==> src/rtl/ctr_pkg.sv <==
// Shared counter package: default sizing and the load clamp helper.
// Used by syn_up_counter and later counter blocks.
package ctr_pkg;

  localparam int CTR_WIDTH = 3;
  localparam int CTR_MOD   = 8;

  // Loads beyond the last legal state park the counter on it.
  function automatic int clamp_load(input int d, input int mod);
    return (d > mod - 1) ? mod - 1 : d;
  endfunction

endpackage

==> src/rtl/syn_up_counter_bit.sv <==
// Synchronous T flip-flop cell with parallel load.
// Reset beats load, load beats toggle.
module syn_up_counter_bit (
  input  logic clk,
  input  logic rst,
  input  logic t,
  input  logic ld,
  input  logic ld_val,
  output logic q
);

  always_ff @(posedge clk) begin
    if (rst) begin
      q <= 1'b0;
    end else if (ld) begin
      q <= ld_val;
    end else if (t) begin
      q <= ~q;
    end
  end

endmodule

==> src/rtl/syn_up_counter.sv <==
// Synchronous modulo-MOD up counter with enable, load,
// cascade terminal count and sticky overflow.
module syn_up_counter
  import ctr_pkg::*;
#(
  parameter int WIDTH = CTR_WIDTH,
  parameter int MOD   = CTR_MOD
) (
  input  logic             clk,
  input  logic             rst,
  input  logic             en,
  input  logic             load,
  input  logic [WIDTH-1:0] d,
  input  logic             clr_ovf,
  output logic [WIDTH-1:0] Q,
  output logic             tc,
  output logic             ovf
);

  localparam logic [WIDTH-1:0] LAST = WIDTH'(MOD - 1);

  logic             at_last;
  logic             wrap;
  logic [WIDTH-1:0] carry;
  logic [WIDTH-1:0] t;
  logic [WIDTH-1:0] ld_val;

  assign at_last = (Q == LAST);
  assign tc      = en && at_last;
  assign wrap    = tc && !load && !rst;
  assign ld_val  = WIDTH'(clamp_load(32'(d), MOD));

  // At the last state, toggling every set bit returns Q to zero.
  always_comb begin
    carry    = '0;
    carry[0] = 1'b1;
    for (int i = 1; i < WIDTH; i++) begin
      carry[i] = carry[i-1] & Q[i-1];
    end
    t = '0;
    for (int i = 0; i < WIDTH; i++) begin
      t[i] = en & (at_last ? Q[i] : carry[i]);
    end
  end

  for (genvar i = 0; i < WIDTH; i++) begin : g_bit
    syn_up_counter_bit u_bit (
      .clk    (clk),
      .rst    (rst),
      .t      (t[i]),
      .ld     (load),
      .ld_val (ld_val[i]),
      .q      (Q[i])
    );
  end

  always_ff @(posedge clk) begin
    if (rst) begin
      ovf <= 1'b0;
    end else if (wrap) begin
      ovf <= 1'b1;
    end else if (clr_ovf) begin
      ovf <= 1'b0;
    end
  end

endmodule

==> config.mk <==
export PLATFORM = sky130hd
export DESIGN_NAME = syn_up_counter
export DESIGN_NICKNAME = d
export VERILOG_FILES = /design/src/rtl/ctr_pkg.sv /design/src/rtl/syn_up_counter_bit.sv /design/src/rtl/syn_up_counter.sv
export SDC_FILE = /design/constraint.sdc
export NUM_CORES = 1
export LEC_CHECK = 0
export ABC_AREA = 1
export CAP_MARGIN = 20
export CORE_AREA = 10 10 47 49
export CTS_CLUSTER_DIAMETER = 80
export CTS_CLUSTER_SIZE = 12
export DETAILED_ROUTE_END_ITERATION = 16
export DIE_AREA = 0 0 57 59
export GPL_ROUTABILITY_DRIVEN = 0
export GPL_TIMING_DRIVEN = 0
export HOLD_SLACK_MARGIN = 0.15
export MAX_ROUTING_LAYER = met4
export PLACE_DENSITY = 0.47
export SLEW_MARGIN = 20
export SYNTH_ARGS = -nofsm -noshare
export SYNTH_HDL_FRONTEND = slang
export SYNTH_HIERARCHICAL = 1
export SYNTH_SLANG_ARGS = --single-unit
==> constraint.sdc <==
create_clock -name clk -period 1.4 [get_ports clk]
set_clock_uncertainty 0.05 [all_clocks]
set_input_delay 0.28 -clock clk [delete_from_list [all_inputs] [get_ports clk]]
set_output_delay 0.28 -clock clk [all_outputs]
set_load 0.01 [all_outputs]
# Word level (Yosys, flattened, before mapping)
# Cells that the tools add are included.
# word_totals
elab_cells	32
output_inout_bits	5
inputBits	8
ff_bits	4
# op_classes
muxes	11
bitwise_logic	7
eq_ne	1
n_reduce_logical	9
# ops
operator	count
1-bit two-way mux	11
2-bit nonzero test	4
1-bit bitwise AND	4
3-bit == test (second input constant)	1
1-bit logical AND	3
1-bit inverter	3
1-bit zero test	2

# Logic depth before layout (Yosys ltp)
# logic_depth
word_depth	5
depth_mapped	6
depth_no_buf	6

# By module
# The synthesis kept the hierarchy.
# modules_own_cells
module	n_inst	seq_area_each_um2	area_per_inst_um2	cells_each
syn_up_counter_bit	3	20.0	55.1	9
syn_up_counter	1	20.0	86.3	12

# Worst setup path after synthesis
# OpenSTA, ideal clock, no wires.
# synth_path
path_type	register -> output
startpoint	reg g_bit[0].u_bit.q
endpoint	out tc
path_buffers	0
slack_ps	236
stages_incl_launch_ff	3
t_required_ps	1070
arrival_time_ps	834
path_cell_list	dfxtp_1 nand2_2 nor3b_1
# synth_between
elab_chain_cells	2
# synth_lines
element	line_no	rtl
start, declared	syn_up_counter_bit.sv:9	output logic q
start signal, assigned	syn_up_counter_bit.sv:16	q <= ld_val;
start signal, assigned	syn_up_counter_bit.sv:18	q <= ~q;
3-bit == test	syn_up_counter.sv:28	assign at_last = (Q == LAST);
1-bit logical AND	syn_up_counter.sv:29	assign tc = en && at_last;
end, declared	syn_up_counter.sv:16	output logic tc,
# Every way passes these cells.

# Worst setup path in the final report
# layout_path
startpoint	reg g_bit[0].u_bit.q
endpoint	out Q[0]
# layout_rtl
element	line_no	rtl
end, declared	syn_up_counter.sv:15	output logic [WIDTH-1:0] Q,
# No word-level cell between the ends.

==> results.json <==
{
  "ys_ff_latch": 4,
  "vdd_drop_max_uv": 263,
  "p_per_area_nw_per_um2": 807,
  "clock_sinks": 4,
  "drive_gt1_share_pct": 23.6,
  "wl_um": 588,
  "synthTopCellsByArea": "dfxtp_1, inv_1, nand2_1",
  "core_um2": 1400,
  "n_antenna_cell": 0,
  "outcome": "finished, final reports clean",
  "synth_largest_area_cell": "dfxtp_1",
  "antenna_left": 0,
  "max_slew.worst_pin.slew_ns": 0.159,
  "fillers": 165,
  "synthCells": 39,
  "hpwl_um": 489,
  "avgSynthCellArea_um2": 6.45,
  "start_util_pct": 17.9,
  "vias": 251,
  "grt_pass1_vias": 243,
  "dieArea_um2": 3360,
  "track_usage_pct": 4.22,
  "die_w_um": 57,
  "cp.required_ns": 1.07,
  "fp-row-count": 14,
  "synth.top_cell.area_share_pct": 31.8,
  "end_kind": "output pin",
  "multi_input_area_um2": 129,
  "syn-num-nets": 47,
  "power_leakage_uw": 0.000223,
  "cap_violations": 0,
  "port_buffers": 12,
  "finalMaxSlewViolations": 0,
  "synth_cell_types": 12,
  "synth_area_um2": 251,
  "die_h_um": 59,
  "cts.clk_slew.worst_paths_ns": 0.04,
  "fin_crit_sh_pct": 93.5,
  "cts-root-buf": "clkbuf_4",
  "antenna_found_initial": 0,
  "path_max_fanout": 3,
  "nets": 65,
  "rsz0062_at_grt": "false",
  "holdBufCountCts": 0,
  "hold_path_class": "register to register",
  "clk_latency_ns": 0.23,
  "grt_max_degree": 6,
  "clk_path_buf_depth": 2,
  "cts_made_buffers": 3,
  "seq_area_um2": 85.1,
  "synth_warnings": 6,
  "wire_per_inst_um": 8.28,
  "place_ws_ns": -0.571,
  "final-hold-violation-count": 0,
  "ios": 13,
  "timing.final.ws_setup_ns": 0.0910,
  "critical_path_class": "register to output pin",
  "drc": 0,
  "fin_crit_ns": 1.31,
  "cts_max_level": 1,
  "timing.hold.ws_ns": 0.429,
  "yosysSeqAreaShare_pct": 31.8,
  "worstSetupStartpointType": "register",
  "first_pass_iters": 3,
  "grt_pass1_wl_mm": 1.02,
  "cts_tree": "built",
  "arrival_ns": 0.98,
  "initialDrtViolationCount": 6,
  "final-setup-viol-count": 0,
  "grt_overflow": 0,
  "slew_headroom_pct": 89.4,
  "max_freq_mhz": 764,
  "syn2layout_area_growth_pct": 69.2,
  "drt-vias-per-instance": 3.54
}
per-stage QoR:
step	cell area, um^2	utilization (%)	TNS [ns]	std cells	total power [uW]
after floorplan	251	-	0	39	163
after global placement	392	27.9	-0.552	67	204
after detailed placement	392	27.9	-0.571	67	204
after CTS	408	29.1	0	70	349
after global routing	425	30.4	0	71	378
final	425	30.4	0	71	343
kinds of logic after synthesis:
family                 count (synthesis)  share of synthesized area, %
AND/OR/NAND/NOR                       14                          28.9
buffers and inverters                 14                          20.9
AO/OA/AOI/OAI                          7                          18.4
flip-flops                             4                          31.8
cell usage in the layout, fill, tap and decap left out, drive strengths merged:
master / n
a21oi: 4
buf: 2
clkbuf: 4
clkdlybuf4s50: 6
dfxtp: 4
dlygate4sd2: 5
inv: 13
nand2: 11
nand3: 1
nor2: 1
nor3b: 1
o21bai: 3
worst paths after layout:
path / to / start / depth (start not counted) / slack, ns
worst max-delay path: Q[0] / g_bit[0].u_bit/q / 2 / 0.09
worst min register to register: ovf / ovf / 2 / 0.43
worst min-delay path: ovf / ovf / 2 / 0.43
worst max register to register: g_bit[2].u_bit/q / g_bit[0].u_bit/q / 6 / 0.52
synthesized netlist by cell type:
| master | number |
|---|---|
| a21oi_1 | 3 |
| a21oi_2 | 1 |
| clkbuf_1 | 1 |
| dfxtp_1 | 4 |
| inv_1 | 12 |
| inv_2 | 1 |
| nand2_1 | 10 |
| nand2_2 | 1 |
| nand3_2 | 1 |
| nor2_4 | 1 |
| nor3b_1 | 1 |
| o21bai_1 | 3 |
flip-flops by register name, indices dropped and copies added, names as in the netlist:
register / flops
g_bit.u_bit/q: 3
ovf: 1
report_power, final:
| group | internal (uW) | switching [uW] |
|---|---|---|
| Combinational | 39.7 | 32.3 |
| Sequential | 122 | 7.16 |
| Clock | 95.9 | 46.4 |
| Total | 257 | 85.9 |
worst max-delay path, cell delays in order (launching register included):
cell and delay, ns:
dfxtp_4 0.34, buf_4 0.13, dlygate4sd2_1 0.28
metal layers:
layer  GRT usage [%]  wire [um]  vias to the layer above  share of wire (%)
li1                -          -                      145                  -
met1            4.99        299                       97                 51
met2            4.03        226                        9                 38
met3            3.22         62                        0                 11
met4            4.03          0                        0                  0
met5               -          0                        -                  0
repair_timing:
item,CTS,global route
setup endpoints to repair,5,1
pin swaps,1,1
setup buffers,0,1
gates resized for setup,10,4
gates cloned,0,0
layout make-up:
class / instances / share of cell area (%)
inverters: 13 / 11.5
flip-flops and latches: 4 / 20.0
well taps: 16 / 4.71
repair buffers: 13 / 27.4
clock buffers: 3 / 5.29
plain buffers: 1 / 0.882
multi-input cells: 21 / 30.3
Power figures use the tool's default switching activity.
